<file path="config.mk">
export PLATFORM = sky130hd
export DESIGN_NAME = operand_stack
export DESIGN_NICKNAME = d
export VERILOG_FILES = /design/src/rtl/stack_cpu_pkg.sv /design/src/rtl/opstack_mem.sv /design/src/rtl/operand_stack.sv
export SDC_FILE = /design/constraint.sdc
export NUM_CORES = 1
export LEC_CHECK = 0
export ABC_AREA = 1
export BUFFER_PORTS_ARGS = -buffer_cell sky130_fd_sc_hd__clkbuf_2
export CAP_MARGIN = 10
export CORE_ASPECT_RATIO = 0.9
export CORE_MARGIN = 3
export CORE_UTILIZATION = 63
export CTS_CLUSTER_SIZE = 40
export DETAILED_ROUTE_END_ITERATION = 10
export PLACE_DENSITY = 0.95
export SYNTH_ARGS = -nofsm -noshare
export SYNTH_HDL_FRONTEND = slang
export SYNTH_SLANG_ARGS = --single-unit
</file>
<file path="constraint.sdc">
create_clock -name clk -period 5.25 [get_ports clk]
set_clock_uncertainty 0.2 [all_clocks]
set_input_delay 0.525 -clock clk [delete_from_list [all_inputs] [get_ports clk]]
set_output_delay 0.525 -clock clk [all_outputs]
set_load 0.005 [all_outputs]
</file>
<file path="src/rtl/stack_cpu_pkg.sv">
// stack_cpu_pkg: shared word/depth constants for the register bank and operand
// stack, plus the per-cycle operation encoding used by the stack control logic.
package stack_cpu_pkg;

    localparam int WORD_W      = 16;
    localparam int STACK_DEPTH = 8;

    typedef enum logic [2:0] {
        OP_IDLE,
        OP_PUSH,
        OP_POP,
        OP_SWAP,
        OP_DROP
    } stack_op_e;

    // A pop against a non-empty stack wins first; a push paired with it becomes
    // an in-place overwrite of TOS, which is why it stays legal when full.
    function automatic stack_op_e classify(
        input logic push,
        input logic pop,
        input logic full,
        input logic empty
    );
        if (pop && !empty)
            return push ? OP_SWAP : OP_POP;
        if (push)
            return full ? OP_DROP : OP_PUSH;
        return OP_IDLE;
    endfunction

endpackage

</file>
<file path="src/rtl/opstack_mem.sv">
// opstack_mem: DEPTH x WIDTH storage, one synchronous write port and one
// asynchronous read port; contents are not reset.
module opstack_mem #(
    parameter int WIDTH = 16,
    parameter int DEPTH = 8
) (
    input  logic                     clk,
    input  logic                     we,
    input  logic [$clog2(DEPTH)-1:0] waddr,
    input  logic [WIDTH-1:0]         wdata,
    input  logic [$clog2(DEPTH)-1:0] raddr,
    output logic [WIDTH-1:0]         rdata
);

    logic [WIDTH-1:0] mem [DEPTH];

    always_ff @(posedge clk)
        if (we)
            mem[waddr] <= wdata;

    assign rdata = mem[raddr];

endmodule

</file>
<file path="src/rtl/operand_stack.sv">
// operand_stack: LIFO operand stack with registered pop output and err flag.
// Define OPERAND_STACK_STICKY_ERR_EN to make err latch until reset.
module operand_stack
    import stack_cpu_pkg::*;
#(
    parameter int WIDTH = WORD_W,
    parameter int DEPTH = STACK_DEPTH
) (
    input  logic                   clk,
    input  logic                   reset,
    input  logic                   push_valid,
    input  logic [WIDTH-1:0]       push_data,
    output logic                   push_ready,
    input  logic                   pop_req,
    output logic                   pop_valid,
    output logic [WIDTH-1:0]       pop_data,
    output logic [WIDTH-1:0]       tos,
    output logic [$clog2(DEPTH):0] depth,
    output logic                   full,
    output logic                   empty,
    output logic                   err
);

    localparam int AW = $clog2(DEPTH);
    localparam int DW = AW + 1;

    stack_op_e        op;
    logic             wr_en;
    logic             fault;
    logic [AW-1:0]    wr_addr;
    logic [AW-1:0]    top_addr;
    logic [WIDTH-1:0] top_word;

    assign full       = depth == DW'(DEPTH);
    assign empty      = depth == '0;
    assign push_ready = !full || pop_req;
    assign top_addr   = AW'(depth - DW'(1));
    assign tos        = empty ? '0 : top_word;

    always_comb begin
        op      = classify(push_valid, pop_req, full, empty);
        fault   = (push_valid && !push_ready) || (pop_req && empty);
        // A cycle under reset must not touch storage either.
        wr_en   = reset && (op == OP_PUSH || op == OP_SWAP);
        wr_addr = op == OP_SWAP ? top_addr : AW'(depth);
    end

    opstack_mem #(.WIDTH(WIDTH), .DEPTH(DEPTH)) u_mem (
        .clk  (clk),
        .we   (wr_en),
        .waddr(wr_addr),
        .wdata(push_data),
        .raddr(top_addr),
        .rdata(top_word)
    );

    always_ff @(posedge clk) begin
        if (!reset) begin
            depth     <= '0;
            pop_valid <= 1'b0;
            pop_data  <= '0;
            err       <= 1'b0;
        end else begin
            depth     <= op == OP_PUSH ? depth + DW'(1) :
                         op == OP_POP  ? depth - DW'(1) : depth;
            pop_valid <= op == OP_POP || op == OP_SWAP;
            if (op == OP_POP || op == OP_SWAP)
                pop_data <= top_word;
`ifdef OPERAND_STACK_STICKY_ERR_EN
            err       <= err || fault;
`else
            err       <= fault;
`endif
        end
    end

endmodule

</file>
==> results of run 1 <==
-- stage by stage --
| step | setup WS, ns | power (mW) | cell area [sq um] |
|---|---|---|---|
| 3_5_place_dp | 1.52 | 2.90 | 6520 |
| 3_3_place_gp | 1.89 | 2.82 | 6520 |
| 4_1_cts | 1.07 | 4.16 | 7110 |
| 5_1_grt | 0.694 | 4.41 | 7110 |
| 2_1_floorplan | 2.04 | 2.39 | 6110 |
| 6_report | 0.910 | 4.20 | 7110 |
-- cell type report --
| type | instances | area share (%) |
|---|---|---|
| flip-flops and latches | 150 | 60.3 |
| multi-input cells | 379 | 23.0 |
| clock buffers | 20 | 6.13 |
| repair buffers | 72 | 5.49 |
| well taps | 122 | 2.15 |
| clock inverters | 12 | 2.13 |
| inverters | 16 | 0.845 |
-- how the worst max path moves through the flow --
stage	start	endpoint	slack (ns)	depth (start not counted)
6_report	depth[1]	tos[4]	0.91	9
5_1_grt	depth[1]	tos[4]	0.69	9
4_1_cts	depth[1]	tos[4]	1.07	9
3_5_place_dp	depth[1]	u_mem.mem[1][11]	1.52	7
3_3_place_gp	depth[1]	u_mem.mem[1][10]	1.89	7
2_1_floorplan	depth[0]	u_mem.mem[0][0]	2.04	11
-- cell families after synthesis --
| kind of cell | Yosys count | share of synthesized area [%] |
|---|---|---|
| AND/OR/NAND/NOR | 302 | 19.9 |
| buffers and inverters | 45 | 3.19 |
| AO/OA/AOI/OAI | 73 | 5.98 |
| XOR/XNOR | 2 | 0.410 |
| adder cells (fa/ha/maj) | 2 | 0.409 |
| flip-flops | 150 | 70.1 |
-- worst max-delay path, cell delays in order (launching register included) --
cell	delay, ns
sky130_fd_sc_hd__dfxtp_1	0.44
sky130_fd_sc_hd__inv_1	0.16
sky130_fd_sc_hd__ha_1	0.34
sky130_fd_sc_hd__clkinv_1	0.84
sky130_fd_sc_hd__nor2_1	0.52
sky130_fd_sc_hd__o21ai_0	0.26
sky130_fd_sc_hd__nand3_1	0.21
sky130_fd_sc_hd__nand2_1	0.06
sky130_fd_sc_hd__nor2_1	0.09
sky130_fd_sc_hd__clkbuf_2	0.15
-- cells in the mapped netlist --
cell	n
sky130_fd_sc_hd__xor2_1	1
sky130_fd_sc_hd__inv_1	12
sky130_fd_sc_hd__nand2_1	81
sky130_fd_sc_hd__nand3_1	57
sky130_fd_sc_hd__nand4_1	2
sky130_fd_sc_hd__o21ai_1	2
sky130_fd_sc_hd__nor3_1	2
sky130_fd_sc_hd__nor2_1	158
sky130_fd_sc_hd__dfxtp_1	22
sky130_fd_sc_hd__nor2_2	1
sky130_fd_sc_hd__xor2_2	1
sky130_fd_sc_hd__ha_1	2
sky130_fd_sc_hd__a21oi_1	4
sky130_fd_sc_hd__nand2_2	1
sky130_fd_sc_hd__o21ai_0	67
sky130_fd_sc_hd__clkinv_1	2
sky130_fd_sc_hd__edfxtp_1	128
sky130_fd_sc_hd__buf_4	4
sky130_fd_sc_hd__clkbuf_1	16
sky130_fd_sc_hd__buf_2	9
sky130_fd_sc_hd__inv_2	2
-- sequential cells by signal (all words and copies together), names as in the netlist --
| name | cells |
|---|---|
| u_mem.mem | 128 |
| pop_data | 16 |
| depth | 4 |
| err | 1 |
| pop_valid | 1 |
-- cell usage in the layout, fill, tap and decap left out, types with 3 or more instances in the layout --
cell type	instances
sky130_fd_sc_hd__clkbuf_2	60
sky130_fd_sc_hd__buf_4	12
sky130_fd_sc_hd__nand2_1	81
sky130_fd_sc_hd__a21oi_1	4
sky130_fd_sc_hd__dfxtp_1	21
sky130_fd_sc_hd__clkinvlp_4	4
sky130_fd_sc_hd__nand3_1	57
sky130_fd_sc_hd__clkinv_1	3
sky130_fd_sc_hd__o21ai_0	67
sky130_fd_sc_hd__inv_1	12
sky130_fd_sc_hd__clkbuf_16	16
sky130_fd_sc_hd__bufinv_16	3
sky130_fd_sc_hd__nor2_1	158
sky130_fd_sc_hd__edfxtp_1	128
-- power breakdown --
part	leakage (nW)	switching, mW	total [mW]	internal [mW]
clock network	0.275	0.479	1.21	0.735
logic	1.18	1.04	1.51	0.464
registers	1.34	0.0574	1.48	1.42
-- routing by layer --
layer | GRT usage [%] | routed length, um | up-vias
met1 | 41.7 | 5830 | 2255
li1 | - | - | 2091
met2 | 50.6 | 8200 | 491
met5 | 0 | 0 | -
met4 | 16.0 | 635 | 0
met3 | 9.73 | 1950 | 78
==> impl_summary.log, run 1 <==
[metrics] mean instance size in the synthesized netlist: approximately 11 sq um
[metrics] register area: 4290 sq um
[metrics] number of sinks driven by the clock tree: 150
[metrics] Min-Delay Path Depth: 3
[metrics] worst-case headroom to the max-slew limit: 27.5%
[metrics] P_leak: ~2.8 nW
[metrics] type of the worst setup path: flop to output port
[metrics] setup fix buffers added after clock tree synthesis: 0
[metrics] Antenna Violating Nets Remaining: 0
[metrics] filler instances: about 510
[metrics] maximum number of pins on one net before global-route repair: between 70 and 80
[metrics] number of standard cells in the layout, taps in and fillers out: a little under 800
[metrics] worst-skew pair later-pin latency: roughly 0.54 ns
[metrics] aggregate global routing overflow: 0
[metrics] gate count of the mapped netlist: ~570
[metrics] final hold vios: 0
[metrics] setup violators final: 0
[metrics] min cycle time layout: 4.34 ns
[metrics] number of global-route vias before repair: around 4800
[metrics] Avg WL per Cell: between 20 and 25 um
[metrics] Mapped Area: approximately 6000 sq um
[metrics] width of the die: between 100 and 150 um
[metrics] Worst Path Max Fanout: 34
[metrics] Layout Utilization: 76.5%
[metrics] clock transition at the registers of the reported paths: 0.06 ns
[metrics] arrival time at the worst endpoint: about 3.6 ns
[metrics] cell depth of the worst flop-to-flop path: 7
[metrics] number of instances in the placed design: around 740
[metrics] CP Capture Type: output port
[metrics] count of hold buffers inserted by post-cts repair: 0
[metrics] unrepaired setup endpoints after global routing: no
[metrics] die area: roughly 11000 sq um
[metrics] proportion of netlist area held by the largest area contributor: 62.9%
[metrics] kind of start point of the critical path: flop
[metrics] CTS HTree Levels: 4
[metrics] required time at the worst-slack endpoint: ~4.5 ns
[metrics] post-detailed-route via-to-cell ratio: roughly 6.4
[metrics] number of warning messages in the yosys log: 0
[metrics] outcome: finished, final reports clean
[metrics] root buffer selected by CTS: sky130_fd_sc_hd__clkbuf_8
[metrics] starting density of the core: 65.8%
[metrics] final routed wirelength across all metal layers: 16600 um
[metrics] slew at the pin with the worst max-slew slack: 1.08 ns
[metrics] distinct cell type count after synthesis: 21
[metrics] max-cap check violation count: 0
[metrics] synthesized netlist net count: slightly below 600
[metrics] number of nets in the finished design: ~660
[metrics] kind of path behind the tightest hold check: primary input to flop
[metrics] max-slew violation count: 0
[metrics] fraction of final layout cells sized beyond drive strength 1: 16.5%
[metrics] Peak supply drop: around 0.32 mV
[metrics] area growth from synthesis to layout: 16.3%
[metrics] final total negative setup slack: 0 ns
[metrics] Pwr Density: slightly below 600 nW/um^2
[metrics] reg-to-reg critical path startpoint: depth[1]
[metrics] area of the placeable core: 9290 sq um
[metrics] clock tree from TritonCTS: done
[metrics] final critical-path share of the clock period: between 80% and 90%
[metrics] highest clock frequency the design can meet: 230 MHz
[metrics] worst min-delay path endpoint: depth[1]
[metrics] number of detailed-route iterations in the first pass: 8
[metrics] Row Count: 33
[metrics] vertical extent of the die: about 99 um
[metrics] number of storage elements in the synthesis netlist: 150
[metrics] DRT iter0 DRCs: between 800 and 900
[metrics] synth top area cells: sky130_fd_sc_hd__edfxtp_1 63%, sky130_fd_sc_hd__nor2_1 9.7%, sky130_fd_sc_hd__dfxtp_1 7.2%
[metrics] Hold Path Origin: reset
[metrics] global placement routability congestion: approximately 0.83
[metrics] total DRC errors in the routed layout: 0
[metrics] Resized Gates After CTS: 0
[metrics] half-perimeter wire length after detailed placement: 9340 um
[metrics] overall via count from detail_route: a little under 5000
[metrics] number of buffers created by CTS: 17
[metrics] post-synthesis sequential area ratio: a little over two thirds
[metrics] Ant. Diodes: 0
[metrics] minimum setup slack among reg-to-reg paths: approximately 1.3 ns
[metrics] global-route wire length before repair: ~26000 um
[metrics] worst slack on hold paths: 0.0887 ns
[metrics] global routing usage summed across all routing layers: between 30 and 40%
[metrics] worst reg2reg path endpoint: u_mem.mem[1][13]
[metrics] antenna violations before repair: 0
[metrics] number of buffers added on ports: 60
[metrics] IO Count: 61
[metrics] area taken by multi-input logic gates: about 1600 sq um
[metrics] Yosys top cell by area: sky130_fd_sc_hd__edfxtp_1
[metrics] Clock Path Buffers: 2
Power figures use the tool's default switching activity.
==> inputs of run 2 (changes only) <==
--- a/config.mk
+++ b/config.mk
@@ -10,10 +10,10 @@
 export CAP_MARGIN = 10
 export CORE_ASPECT_RATIO = 0.9
 export CORE_MARGIN = 3
-export CORE_UTILIZATION = 63
+export CORE_UTILIZATION = 53
 export CTS_CLUSTER_SIZE = 40
 export DETAILED_ROUTE_END_ITERATION = 10
-export PLACE_DENSITY = 0.95
+export PLACE_DENSITY = 0.87
 export SYNTH_ARGS = -nofsm -noshare
 export SYNTH_HDL_FRONTEND = slang
 export SYNTH_SLANG_ARGS = --single-unit
==> constraint.sdc (replaced) <==
create_clock -name clk -period 3.9 [get_ports clk]
set_clock_uncertainty 0.2 [all_clocks]
set_input_delay 0.39 -clock clk [delete_from_list [all_inputs] [get_ports clk]]
set_output_delay 0.39 -clock clk [all_outputs]
set_load 0.005 [all_outputs]
==> run 2 against run 1 <==
Die area is 18% higher. Count of clock-buffer cells in the layout is 1 higher. Register-to-register slack worse by 0.54 ns. Global-route usage is 9.0 points lower. Worst hold slack worse by 0.041 ns. Sequential share of layout area is 0.15 points lower. Utilization is 12 points lower. Combinational power is 29% higher. Sequential power is 34% higher. Critical endpoint is now tos[9]. Largest cell class unchanged. Largest power group is now sequential cells.
==> impl_summary.log, run 2 (synthesis results as in run 1) <==
[metrics] outcome: finished, final reports clean
[metrics] CTS HTree Levels: 4
[metrics] Avg WL per Cell: 18.4 um
[metrics] Clock Path Buffers: 2
[metrics] pre-CTS setup slack: around 0.76 ns
[metrics] fraction of final layout cells sized beyond drive strength 1: 16.7%
[metrics] vertical extent of the die: around 110 um
[metrics] number of buffers created by CTS: 17
[metrics] number of flip-flops under the largest register name: 128
[metrics] root buffer selected by CTS: sky130_fd_sc_hd__clkbuf_16
[metrics] number of global-route vias before repair: ~4300
[metrics] total DRC errors in the routed layout: 0
[metrics] overall via count from detail_route: 4520
[metrics] starting density of the core: between 50 and 60%
[metrics] Antenna Violating Nets Remaining: 0
[metrics] arrival time at the worst endpoint: roughly 3.0 ns
[metrics] relative contribution of combinational cells to total power: 35.8%
[metrics] crit path cell chain: inv_1, ha_1, clkinv_1, buf_4, nor2_1, o21ai_0, nand3_1, nand2_1, nor2_1, clkbuf_2
[metrics] slew at the pin with the worst max-slew slack: just over 1 ns
[metrics] CP Capture Type: output port
[metrics] register share of total power: 36.5%
[metrics] number of nets in the finished design: between 600 and 700
[metrics] min cycle time layout: roughly 3.5 ns
[metrics] final critical-path share of the clock period: 90.8%
[metrics] P_leak: 2.79 nW
[metrics] largest registers: u_mem.mem: 128 flops, pop_data: 16 flops, depth: 4 flops
[metrics] register area: around 4300 sq um
[metrics] number of instances in the placed design: roughly 770
[metrics] cell type group with the largest total delay on the critical path: buffers and inverters
[metrics] final hold vios: 0
[metrics] aggregate global routing overflow: 0
[metrics] area taken by multi-input logic gates: ~1600 sq um
[metrics] number of standard cells in the layout, taps in and fillers out: about 800
[metrics] count of hold buffers inserted by post-cts repair: 0
[metrics] internal cell power: about 3.4 mW
[metrics] met2 WL post-DR: between 7000 and 8000 um
[metrics] Layout Utilization: ~65%
[metrics] most frequent cells in the layout: 158 x sky130_fd_sc_hd__nor2_1, 128 x sky130_fd_sc_hd__edfxtp_1, 81 x sky130_fd_sc_hd__nand2_1, 67 x sky130_fd_sc_hd__o21ai_0, 60 x sky130_fd_sc_hd__clkbuf_2
[metrics] clock transition at the registers of the reported paths: ~0.06 ns
[metrics] post-route setup slack: 0.360 ns
[metrics] dominant cell type by count on the critical path: sky130_fd_sc_hd__nor2_1
[metrics] Pwr Density: 764 nW/um^2
[metrics] final routed wirelength across all metal layers: 14800 um
[metrics] Crit path largest cell delay: about 0.48 ns
[metrics] number of sinks driven by the clock tree: 150
[metrics] Post-Route M1 WL: roughly 6100 um
[metrics] clock tree from TritonCTS: done
[metrics] unrepaired setup endpoints after global routing: no
[metrics] worst-case headroom to the max-slew limit: between 30% and 40%
[metrics] Ant. Diodes: 0
[metrics] switching share of power: between 30% and 40%
[metrics] final total negative setup slack: 0 ns
[metrics] required time at the worst-slack endpoint: 3.31 ns
[metrics] half-perimeter wire length after detailed placement: 8630 um
[metrics] antenna violations before repair: 0
[metrics] fraction of power consumed by the clock network: between 20% and 30%
[metrics] routed wire length on met3: between 1000 and 1500 um
[metrics] maximum number of pins on one net before global-route repair: just over 70
[metrics] most common cell after layout, fill and taps aside: sky130_fd_sc_hd__nor2_1
[metrics] top register by number of flip-flops: u_mem.mem
[metrics] global placement routability congestion: ~0.92
[metrics] kind of path behind the tightest hold check: primary input to flop
[metrics] slowest library cell on the worst path: sky130_fd_sc_hd__clkinv_1
[metrics] area of the placeable core: roughly 11000 sq um
[metrics] Sw Pwr: ~2 mW
[metrics] setup violators final: 0
[metrics] highest routed layer: met4
[metrics] global-route wire length before repair: 22800 um
[metrics] IO Count: 61
[metrics] post-detailed-route via-to-cell ratio: approximately 5.6
[metrics] die area: approximately 13000 sq um
[metrics] filler instances: just over 800
[metrics] highest clock frequency the design can meet: between 200 and 300 MHz
[metrics] type of the worst setup path: flop to output port
[metrics] Resized Gates After CTS: 0
[metrics] Peak supply drop: ~0.53 mV
[metrics] Bufs and invs on worst path: 4
[metrics] Row Count: 36
[metrics] global routing usage summed across all routing layers: between 20% and 30%
[metrics] Worst Path Max Fanout: 19
[metrics] number of buffers added on ports: 60
[metrics] number of detailed-route iterations in the first pass: 5
[metrics] kind of start point of the critical path: flop
[metrics] setup fix buffers added after clock tree synthesis: 0
[metrics] worst-skew pair later-pin latency: approximately 0.42 ns
[metrics] width of the die: 119 um
[metrics] area growth from synthesis to layout: 16.6%
[metrics] max-slew violation count: 0
[metrics] DRT iter0 DRCs: 586
[metrics] max-cap check violation count: 0
==> run 2: changes by cell type in the layout (fill, tap and decap cells not counted), sizes merged <==
cell / previous run / this run
bufinv: 3 / 1
clkbuf: 80 / 81
inv: 15 / 16
buf: 12 / 15
==> run 2: power by group through the flow <==
stage	logic [mW]	registers (mW)	clock network [mW]
detailed placement	1.89	2.02	0
finish	1.95	1.99	1.51
CTS	1.93	1.98	1.52
global placement	1.84	2.01	0
floorplan	1.21	2.01	0
global route	2.15	2.00	1.59
==> run 2: layout make-up <==
type / count / share of cell area (%)
clock buffer: 21 / 6.18
clock inverter: 11 / 1.46
inverter: 16 / 0.843
multi-input combinational: 379 / 22.9
sequential: 150 / 60.1
tap: 152 / 2.67
timing repair buffer: 75 / 5.79
==> run 2: final timing paths <==
path / startpoint / endpoint / slack, ns / depth (start not counted)
worst min-delay path: push_data[12] / u_mem.mem[2][12] / 0.05 / 1
worst max-delay path: depth[1] / tos[9] / 0.36 / 10
worst min register to register: pop_data[1] / pop_data[1] / 0.25 / 2
worst max register to register: depth[1] / u_mem.mem[2][10] / 0.73 / 8
==> run 2: through the flow <==
stage / power (mW) / hold slack (ns) / cell area (sq um)
2_1_floorplan: 3.22 / 0.246 / 6110
3_3_place_gp: 3.85 / 0.236 / 6580
3_5_place_dp: 3.91 / 0.241 / 6580
4_1_cts: 5.43 / 0.0428 / 7130
5_1_grt: 5.74 / 0.0443 / 7130
6_report: 5.45 / 0.0482 / 7130
==> run 2: layer usage <==
layer / track usage (%) / vias up
met1: 31.3 / 2135
met4: 7.28 / 0
met3: 6.73 / 27
met5: 0 / -
met2: 37.6 / 264
li1: - / 2094
